### config.mk
export PLATFORM = sky130hd
export DESIGN_NAME = mem_port_arbiter
export DESIGN_NICKNAME = d
export VERILOG_FILES = /design/src/rtl/mem_port_arbiter.sv
export SDC_FILE = /design/constraint.sdc
export NUM_CORES = 1
export LEC_CHECK = 0
export BUFFER_PORTS_ARGS = -buffer_cell sky130_fd_sc_hd__clkbuf_2
export CORE_AREA = 5 5 116 118
export CTS_CLUSTER_DIAMETER = 40
export CTS_CLUSTER_SIZE = 14
export DETAILED_ROUTE_END_ITERATION = 10
export DIE_AREA = 0 0 121 123
export GPL_TIMING_DRIVEN = 0
export PLACE_DENSITY = 0.65
export SETUP_SLACK_MARGIN = 0.02
export SLEW_MARGIN = 30
export SYNTH_ARGS = -nofsm -noshare
export SYNTH_HDL_FRONTEND = slang
export SYNTH_SLANG_ARGS = --single-unit
### constraint.sdc
create_clock -name clk -period 1.6 [get_ports clk]
set_clock_uncertainty 0.1 [all_clocks]
set_input_delay 0.24 -clock clk [delete_from_list [all_inputs] [get_ports clk]]
set_output_delay 0.24 -clock clk [all_outputs]
set_load 0.05 [all_outputs]
### src/rtl/mem_port_arbiter.sv
// Arbitrates one single-port unified memory between fetch (IF) and data (MEM) requesters.
// Optional stall counters are built when MEM_ARB_PERF_EN is defined.
module mem_port_arbiter #(
  parameter int ADDR_W     = 32,
  parameter int DATA_W     = 32,
  parameter int MEM_LAT    = 2,
  parameter int STARVE_MAX = 4
) (
  input  logic              clk,
  input  logic              reset,
  input  logic              if_req,
  input  logic [ADDR_W-1:0] if_addr,
  input  logic              if_flush,
  output logic              if_ready,
  output logic [DATA_W-1:0] if_rdata,
  input  logic              dm_req,
  input  logic              dm_we,
  input  logic [ADDR_W-1:0] dm_addr,
  input  logic [DATA_W-1:0] dm_wdata,
  output logic              dm_ready,
  output logic [DATA_W-1:0] dm_rdata,
  output logic              mem_en,
  output logic              mem_we,
  output logic [ADDR_W-1:0] mem_addr,
  output logic [DATA_W-1:0] mem_wdata,
  input  logic [DATA_W-1:0] mem_rdata,
  output logic              stall_f,
  output logic              stall_m,
  output logic [15:0]       perf_fstall,
  output logic [15:0]       perf_mstall,
  output logic [1:0]        dbg_state,
  output logic [3:0]        dbg_streak
);

  typedef enum logic [1:0] {IDLE = 2'd0, RD_WAIT = 2'd1, WR_ACK = 2'd2} state_t;

  localparam logic [2:0] LAT_INIT   = 3'(MEM_LAT - 1);
  localparam logic [3:0] STARVE_LIM = 4'(STARVE_MAX);

  // Handshake: a requester holds req and its operands until its ready pulse;
  // ready is only given while req is still high, and rdata is zero otherwise.
  state_t     state_q, state_d;
  logic       owner_q, owner_d;  // 1 = data port owns the in-flight access
  logic [2:0] lat_cnt_q, lat_cnt_d;
  logic [3:0] streak_q, streak_d;
  logic       drop_q, drop_d;

  logic issue, fetch_forced, grant_d, grant_f, complete;

  always_comb begin
    issue        = (state_q == IDLE) && !reset;
    fetch_forced = if_req && (streak_q == STARVE_LIM);
    grant_d      = issue && dm_req && !fetch_forced;
    grant_f      = issue && if_req && !grant_d;
    complete     = (state_q == RD_WAIT) && (lat_cnt_q == 3'd0);
  end

  always_comb begin
    state_d   = state_q;
    owner_d   = owner_q;
    lat_cnt_d = lat_cnt_q;
    streak_d  = streak_q;
    drop_d    = drop_q;
    case (state_q)
      IDLE: begin
        drop_d = 1'b0;
        if (grant_d) begin
          owner_d   = 1'b1;
          lat_cnt_d = LAT_INIT;
          state_d   = dm_we ? WR_ACK : RD_WAIT;
          if (!if_req)                     streak_d = 4'd0;
          else if (streak_q != STARVE_LIM) streak_d = streak_q + 4'd1;
        end else begin
          streak_d = 4'd0;
          if (grant_f) begin
            owner_d   = 1'b0;
            lat_cnt_d = LAT_INIT;
            state_d   = RD_WAIT;
          end
        end
      end
      RD_WAIT: begin
        if (!owner_q && if_flush) drop_d = 1'b1;
        if (lat_cnt_q == 3'd0) begin
          state_d = IDLE;
          drop_d  = 1'b0;
        end else begin
          lat_cnt_d = lat_cnt_q - 3'd1;
        end
      end
      WR_ACK:  state_d = IDLE;
      default: state_d = IDLE;
    endcase
  end

  always_ff @(posedge clk or posedge reset) begin
    if (reset) begin
      state_q   <= IDLE;
      owner_q   <= 1'b0;
      lat_cnt_q <= 3'd0;
      streak_q  <= 4'd0;
      drop_q    <= 1'b0;
    end else begin
      state_q   <= state_d;
      owner_q   <= owner_d;
      lat_cnt_q <= lat_cnt_d;
      streak_q  <= streak_d;
      drop_q    <= drop_d;
    end
  end

  always_comb begin
    mem_en    = grant_d || grant_f;
    mem_we    = grant_d && dm_we;
    mem_addr  = grant_d ? dm_addr : (grant_f ? if_addr : '0);
    mem_wdata = grant_d ? dm_wdata : '0;
    // A flush in the completion cycle itself must also swallow the fetch.
    if_ready  = complete && !owner_q && if_req && !drop_q && !if_flush;
    dm_ready  = ((complete && owner_q) || (state_q == WR_ACK)) && dm_req;
    if_rdata  = if_ready ? mem_rdata : '0;
    dm_rdata  = (dm_ready && state_q == RD_WAIT) ? mem_rdata : '0;
    stall_f   = if_req && !if_ready;
    stall_m   = dm_req && !dm_ready;
    dbg_state  = state_q;
    dbg_streak = streak_q;
  end

`ifdef MEM_ARB_PERF_EN
  logic [15:0] perf_fstall_q, perf_fstall_d;
  logic [15:0] perf_mstall_q, perf_mstall_d;

  always_comb begin
    perf_fstall_d = perf_fstall_q;
    perf_mstall_d = perf_mstall_q;
    if (stall_f && perf_fstall_q != 16'hFFFF) perf_fstall_d = perf_fstall_q + 16'd1;
    if (stall_m && perf_mstall_q != 16'hFFFF) perf_mstall_d = perf_mstall_q + 16'd1;
  end

  always_ff @(posedge clk or posedge reset) begin
    if (reset) begin
      perf_fstall_q <= 16'd0;
      perf_mstall_q <= 16'd0;
    end else begin
      perf_fstall_q <= perf_fstall_d;
      perf_mstall_q <= perf_mstall_d;
    end
  end

  assign perf_fstall = perf_fstall_q;
  assign perf_mstall = perf_mstall_q;
`else
  assign perf_fstall = 16'd0;
  assign perf_mstall = 16'd0;
`endif

endmodule

After elaboration in Yosys (flattened, before gate mapping)
Cells that the tools add are included.
{ "totals": {"output_inout_bits": 172, "inputBits": 134, "register_bits": 11} }
{ "op_classes": {"addsub": 2, "n_reduce_logical": 37, "n_eq_ne": 9, "mux": 22} }
{ "op_table": {"columns": ["cell", "n"], "rows": [
  ["2-to-1 mux 32 bit", 5],
  ["logical AND 1 bit", 18],
  ["2-to-1 mux 4 bit", 3],
  ["2-to-1 mux 3 bit", 3],
  ["zero test 1 bit", 8],
  ["2-to-1 mux 2 bit", 4],
  ["AND reduction 2 bit", 4],
  ["one-hot mux 3 bit (2 select lines)", 1],
  ["adder 4 x 1 -> 4 bit (second input constant)", 1],
  ["equality test 4 x 3 -> 1 bit (second input constant)", 1],
  ["2-to-1 mux 1 bit", 4],
  ["!= test 4 x 3 -> 1 bit (second input constant)", 1],
  ["one-hot mux 2 bit (2 select lines)", 1],
  ["nonzero test 2 bit", 2],
  ["zero test 3 bit", 1],
  ["!= test 3 x 1 -> 1 bit (second input constant)", 1],
  ["!= test 3 x 2 -> 1 bit (second input constant)", 1],
  ["!= test 3 bit (second input constant)", 1],
  ["AND reduction 3 bit", 1],
  ["subtractor 3 x 1 -> 3 bit (second input constant)", 1],
  ["equality test 2 x 1 -> 1 bit (second input constant)", 1],
  ["equality test 2 bit (second input constant)", 1],
  ["zero test 2 bit", 1],
  ["logical OR 1 bit", 2],
  ["3 further kinds", 3]
]} }

Depth between registers and ports, before layout
Gate-level depths: netlist of run 1.
{ "logic_depth": {"ltp_word": 9, "depth_mapped": 7, "depth_no_buf": 5} }

Worst setup path before layout of run 1
No wires, ideal clock.
{ "synth_timing": {"path_kind": "reg2out", "start": "register streak_q[0], in the netlist dbg_streak[0]", "end": "output port mem_addr[10]", "t_arrival_ns": 2.525, "path_slack_ns": -1.265, "stages_incl_launch_ff": 7, "path_cell_list": "dfrtp_1 inv_1 ha_1 nand4b_4 and2_4 clkbuf_1 o21ai_0"} }
{ "synth_between": {"elab_chain_len": 8} }
{ "synth_lines": {"columns": ["element", "line_no", "source"], "rows": [
  ["start: declaration", "45", "logic [3:0] streak_q, streak_d;"],
  ["start signal: assignment", "107", "streak_q <= streak_d;"],
  ["equality test 4 x 3 -> 1 bit *", "52", "fetch_forced = if_req && (streak_q == STARVE_LIM);"],
  ["logical AND 1 bit *", "52", null],
  ["zero test 1 bit *", "53", "grant_d = issue && dm_req && !fetch_forced;"],
  ["logical AND 1 bit *", "53", null],
  ["zero test 1 bit", "54", "grant_f = issue && if_req && !grant_d;"],
  ["logical AND 1 bit", "54", null],
  ["2-to-1 mux 32 bit", "115", "mem_addr = grant_d ? dm_addr : (grant_f ? if_addr : '0);"],
  ["2-to-1 mux 32 bit *", "115", null],
  ["end: declaration", "24", "output logic [ADDR_W-1:0] mem_addr,"]
]} }
Every way passes the cells marked *; elsewhere a longest branch is shown, timed or not.

Worst setup path after layout of run 1
{ "layout_timing": {"start": "register lat_cnt_q[0]", "end": "output port if_rdata[13]"} }
{ "layout_between": {"elab_chain_len": 7} }
{ "layout_lines": {"columns": ["element", "line_no", "source"], "rows": [
  ["start: declaration", "44", "logic [2:0] lat_cnt_q, lat_cnt_d;"],
  ["start signal: assignment", "106", "lat_cnt_q <= lat_cnt_d;"],
  ["zero test 3 bit", "55", "complete = (state_q == RD_WAIT) && (lat_cnt_q == 3'd0);"],
  ["logical AND 1 bit", "55", null],
  ["logical AND 1 bit (4 in series)", "118", "if_ready = complete && !owner_q && if_req && !drop_q && !if_flush;"],
  ["2-to-1 mux 32 bit", "120", "if_rdata = if_ready ? mem_rdata : '0;"],
  ["end: declaration", "15", "output logic [DATA_W-1:0] if_rdata,"]
]} }
No other way between the ends.

==> key figures, run 1 <==
Place
  – Placed Cells: 812
  – Pre-CTS setup slack: -0.722 ns
  – Detailed Place HPWL: around 10000 µm
  – Placer Congestion: 0.792
  – IO buf count: 273

Global route
  – First-pass GRT wire length: 25900 µm
  – GRT Total Usage: 22.0%
  – Vias in the first global route: 4521
  – Largest net degree at the start of global routing: 12
  – Initial antenna violation count: 0
  – Overflow left after global routing: 0

Timing
  – Slew Limit Fails: 0
  – Final setup vio count: 137
  – Tcrit/Tclk final: 144%
  – Fin Setup TNS: -80.44 ns
  – Final min period: approximately 2.3 ns
  – F_max: 435 MHz
  – RSZ-0062 raised after global routing: true
  – Hold Vio Cnt, Final: 0
  – Hold Slack: 0.216 ns
  – Post-route setup slack: -0.701 ns

Floorplan
  – Starting Density: 18.5%
  – Site row count: 41
  – I/O Pins: 306
  – Core box area: 12400 µm²
  – Chip Width: approximately 120 µm
  – Chip height: 123 µm
  – DIE AREA: approximately 15000 µm²

Critical path
  – Critical Path RT: 1.26 ns
  – Arrival @ worst endpoint: roughly 2 ns
  – R2r startpoint: dbg_state[0]$_DFFE_PP0P_
  – CP startpoint kind: flip-flop
  – Crit Path Class: flip-flop to output pin
  – CP max FO: 5
  – Worst Setup SP: lat_cnt_q[0]$_DFFE_PP0P_
  – Worst R2R End: lat_cnt_q[1]$_DFFE_PP0P_
  – Worst Setup EP: if_rdata[13]
  – Critical Path End Type: output pin
  – Worst reg2reg setup slack: -0.16 ns
  – Worst R2R Path Depth: 9

Min path
  – Hold crit path type: input port to flip-flop

Logic synthesis
  – Mapped Area: 2290 µm²
  – Async S/R FF share, synth: 100%
  – Post-synth EDFFs: 0
  – Yosys warnings: 0
  – Synth top area cells: and2_1, buf_4, dfrtp_1
  – Top_reg_cell synth: dfrtp_1
  – Flops & latches, synth: 11
  – Mapped Cells: 336
  – Number of library cell types mapped by synthesis: 41
  – Syn_area_per_cell: 6.81 µm²
  – Share of the synthesized area in the top cell type: 17.8%
  – Leading area contributor after synthesis: and2_1
  – Register area share after synthesis: 12.0%

Drt
  – Via/cell ratio: 4.60
  – Antenna-violating nets left: 0
  – Routed wire length: 17700 µm
  – Via count: 4009
  – Drt pass-1 iters: 4
  – WL per Instance: 20.3 µm
  – Iter 0 DRT Violations: 149
  – Number of remaining DRC errors: 0

Clock tree
  – CTS root buf: clkbuf_16
  – CTS sink cnt: 11
  – Clock Latency Late Sink: between 0.2 and 0.25 ns
  – # H-tree levels: 1
  – CTS tree: built
  – Clock slew at reported path FFs: around 0.040 ns
  – Clk buf depth: 2
  – CTS Buf Count: 3

Final layout
  – Sequential Area: 282 µm²
  – FILL cells: 855
  – Final Core Density: 67.6%
  – P&R area growth vs syn: 265%
  – Final non-filler cell total: 872
  – Share of cells above drive strength 1: 82.9%
  – NumNets Final: 839
  – Multi-input logic area: between 2000 and 3000 µm²
  – N_diodes: 0

Power and ir drop
  – P_leak: 0.00381 µW
  – Register share of total power: 7.6%
  – P per Cell Area: 710 nW/µm²
  – Pint: approximately 3000 µW
  – Maximum vdd drop: 433 µV
  – Net Sw Frac: roughly half
  – NetSw: 2890 µW
  – Combinational power share: 84.5%
  – Clock power share: under 10%

Run
  – Max Cap Viol: 0

Outcome
  – Status: finished with violations
  – Violated checks: setup timing
==> layer usage <==
layer,part of all wire (%),GRT usage [%],vias to the layer above
met2,53,42.1,241
met1,36,23.8,1894
met4,1.8,5.52,0
met3,9.5,6.36,25
met5,0,0,-
li1,-,-,1849
==> worst min path at each step <==
stage	cells past startpoint	endpoint	start
finish	3	drop_q$_DFFE_PP0P_	if_flush
global route	2	dbg_state[1]$_DFFE_PP0P_	dm_we
CTS	2	dbg_state[1]$_DFFE_PP0P_	dm_we
detailed placement	2	dbg_streak[2]$_DFFE_PP0P_	reset
global placement	2	dbg_streak[2]$_DFFE_PP0P_	reset
floorplan	1	dbg_streak[2]$_DFFE_PP0P_	reset
==> logic make-up after synthesis <==
group | after synthesis | synth area share (%)
AOI/OAI and AO/OA | 52 | 12.8
adders and majority gates | 4 | 2.19
buffers and inverters | 77 | 21.0
DFF | 11 | 12.0
muxes | 2 | 0.874
other | 1 | 0.164
and+or+nand+nor | 189 | 50.9
==> through the flow <==
stage               power (µW)  cell area (µm²)
detailed placement        3640             4790
global route              6190             8360
floorplan                 2920             3210
global placement          3630             4790
finish                    5940             8360
CTS                       5790             8340
==> final cells by class <==
class / instances / area share (%)
Buffer: 65 / 8.25
Clock buffer: 4 / 0.943
Inverter: 8 / 0.359
Multi-Input combinational cell: 279 / 31.2
Sequential cell: 11 / 3.37
Tap cell: 172 / 2.58
Timing Repair Buffer: 333 / 53.3
==> worst max-delay path, cell delays in order (launching register included) <==
cell and delay, ns:
dfrtp_1 0.39, inv_2 0.09, ha_4 0.13, and4bb_2 0.26, and4b_4 0.29, buf_12 0.13, buf_6 0.11, and2_4 0.15
clkbuf_16 0.16
==> state kept, by name (all words and copies together), names as in the netlist <==
| register | cells |
|---|---|
| drop_q | 1 |
| dbg_streak | 4 |
| owner_q | 1 |
| lat_cnt_q | 3 |
| dbg_state | 2 |
==> synthesized netlist by cell type, types with 4 or more instances <==
cell type and n:
and2_1 65, and3_1 35, buf_2 4, buf_4 41
buf_6 4, clkbuf_1 17, dfrtp_1 11, ha_1 4
inv_1 8, nand2_1 4, nand3_1 34, nand4_1 32
o21ai_0 36
==> timing repair <==
action | CTS | global route
resized for setup | 492 | 71
hold buffers | 1 | 0
hold endpoints to repair | 11 | 0
setup buffers | 40 | 11
pin swaps | 57 | 51
endpoints found under the setup margin | 136 | 141
gates cloned | 20 | 2
==> power by group through the flow <==
stage / Clock [µW] / Sequential, µW / Combinational [µW]
after detailed placement: 0 / 444 / 3190
after floorplan: 0 / 505 / 2410
final: 467 / 451 / 5020
after global placement: 0 / 442 / 3190
after global routing: 486 / 464 / 5240
after CTS: 470 / 429 / 4890
==> cell usage in the layout (no fill, tap or decap), types with 3 or more instances in the layout <==
cell type,count
inv_1,4
nand2_1,3
nand4_1,32
clkbuf_1,4
clkbuf_2,143
o21ai_4,32
clkbuf_16,112
inv_2,4
conb_1,32
nand3_2,17
nor2_1,3
and3_4,35
o21ai_0,4
nand3_4,8
buf_8,49
buf_12,8
a21oi_1,3
dfrtp_1,6
nand3_1,9
buf_4,53
dfrtp_2,5
buf_6,26
and2_4,66
Note: power is estimated with default switching activity, not from simulation.
==> run 2: changes to the inputs <==
- PLACE_DENSITY: 0.65 -> 0.6
==> run 2 against run 1 <==
Net effect: the flow still finishes with violations (setup timing); global-route usage down 0.79 points; cell count down 0.92%; flip-flop and latch count unchanged; first-iteration DRC count down 11%; cell area down 2.9%; sequential share of layout area up 0.10 points; hold slack worse by 0.0080 ns; non-clock buffer count down 8; maximum frequency up 0.98%; sequential power down 4%; critical path type unchanged; critical endpoint is now if_rdata[25].
==> key figures, run 2 (synthesis gave the netlist of run 1 again) <==
Final layout
  – Final non-filler cell total: 864
  – NumNets Final: 831
  – Commonest non-fill, non-tap cell in the layout: clkbuf_2
  – Share of cells above drive strength 1: 82.2%
  – Number of flip-flops in the largest register: 4
  – N_diodes: 0
  – Most frequent cells in the layout: clkbuf_2, clkbuf_16, and2_4
  – P&R area growth vs syn: 254%

Clock tree
  – Clk buf depth: 2
  – CTS sink cnt: 11
  – CTS Buf Count: 3
  – Clock Latency Late Sink: 0.24 ns
  – # H-tree levels: 1
  – CTS tree: built
  – Clock slew at reported path FFs: 0.04 ns
  – CTS root buf: clkbuf_16

Timing
  – Slew of the pin with the lowest slew margin: 0.756 ns
  – Tcrit/Tclk final: 142%
  – Max_slew headroom: between 40% and 50%
  – Final min period: 2.28 ns
  – Slew Limit Fails: 0
  – Hold Slack: 0.208 ns
  – Final setup vio count: 139
  – RSZ-0062 raised after global routing: true
  – Hold Vio Cnt, Final: 0
  – F_max: ~440 MHz
  – Post-route setup slack: -0.679 ns

Power and ir drop
  – P per Cell Area: 739 nW/µm²
  – P_leak: between 0.003 and 0.004 µW
  – Maximum vdd drop: 463 µV
  – Total chip power: approximately 6000 µW

Drt
  – Routed wire length: approximately 18000 µm
  – Via/cell ratio: 4.64
  – Iter 0 DRT Violations: about 130
  – Via count: 4012
  – Number of remaining DRC errors: 0
  – Antenna-violating nets left: 0
  – WL per Instance: 20.3 µm
  – Drt pass-1 iters: 5

Floorplan
  – Core box area: 12400 µm²
  – DIE AREA: 14900 µm²
  – I/O Pins: just over 300
  – Chip Width: 121 µm
  – Site row count: 41
  – Starting Density: 18.5%
  – Chip height: 123 µm

Global route
  – Overflow left after global routing: 0
  – Vias in the first global route: 4438
  – First-pass GRT wire length: roughly 25000 µm
  – Initial antenna violation count: 0
  – GRT Total Usage: 21.2%
  – Largest net degree at the start of global routing: 12

Critical path
  – Slowest CP cell: dfrtp_1
  – Critical Path End Type: output pin
  – Worst path max stage delay: 0.38 ns
  – CP max FO: 10
  – Crit-path cells: inv_2 -> ha_4 -> and4bb_1 -> and4b_4 -> buf_12 -> and2_4 -> clkbuf_16
  – CP startpoint kind: flip-flop
  – Arrival @ worst endpoint: between 1.5 and 2 ns
  – Critical Path RT: 1.26 ns
  – Crit Path Class: flip-flop to output pin

Place
  – Placed Cells: 812
  – Detailed Place HPWL: ~11000 µm
  – Placer Congestion: 0.859
  – IO buf count: 273

Min path
  – Hold crit path type: input port to flip-flop

Outcome
  – Status: finished with violations
  – Violated checks: setup timing

Run
  – Max Cap Viol: 0
run 2: report_power, final:
part	internal, µW	leakage [µW]	switching (µW)
Sequential	362	0.000135	71.2
Clock	336	0.0000382	139
Combinational	2410	0.00353	2680
run 2: final cells by class:
cell class / count / area, µm²
fill: 853 / 4250
clock buffer: 4 / 78.8
multi-input combinational: 279 / 2590
sequential: 11 / 282
tap: 172 / 215
buffer: 67 / 638
inverter: 8 / 30.0
timing repair buffer: 323 / 4270
run 2: timing repair:
action,4_1_cts,5_1_grt
pin swaps,58,25
hold buffers,1,0
gates resized for setup,448,84
endpoints found under the setup margin,136,140
setup buffers,25,13
cloned,14,1
endpoints found under the hold margin,11,0
run 2: path summary, 6_finish.rpt:
path / from / to / slack [ns] / depth (start not counted)
worst max-delay path: lat_cnt_q[0]$_DFFE_PP0P_ / if_rdata[25] / -0.68 / 7
worst min-delay path: if_flush / drop_q$_DFFE_PP0P_ / 0.21 / 3
worst max register to register: dbg_streak[0]$_DFFE_PP0P_ / owner_q$_DFFE_PP0P_ / -0.15 / 8
worst min register to register: drop_q$_DFFE_PP0P_ / drop_q$_DFFE_PP0P_ / 0.43 / 2
max in group asynchronous: reset / dbg_state[0]$_DFFE_PP0P_ / 0.51 / 3
min in group asynchronous: reset / dbg_streak[2]$_DFFE_PP0P_ / 0.55 / 3
run 2: metal layers:
layer  routed length (µm)  vias up  track usage (%)
met5                    0        -                0
met3                 1630       28             5.31
met2                 9370      256             41.6
met4                  368        0             4.53
met1                 6140     1884             22.9
li1                     -     1844                -
run 2: worst max-delay path: cells and delay by family, from the launching register on:
family	cells	cell delay (ns)
flip-flops	1	0.38
buffers and inverters	3	0.41
AND/OR/NAND/NOR	3	0.78
adder cells (fa/ha/maj)	1	0.13
run 2: stage by stage:
stage	worst slack [ns]	setup TNS [ns]	utilization, %	cell area, µm²
6_report	-0.679	-79.86	65.6	8110
5_1_grt	-0.724	-88.05	65.6	8110
4_1_cts	-0.658	-77.46	63.3	7830
3_5_place_dp	-0.736	-76.14	38.8	4790
3_3_place_gp	-0.754	-74.40	38.8	4790
2_1_floorplan	-0.393	-43.47	-	3210
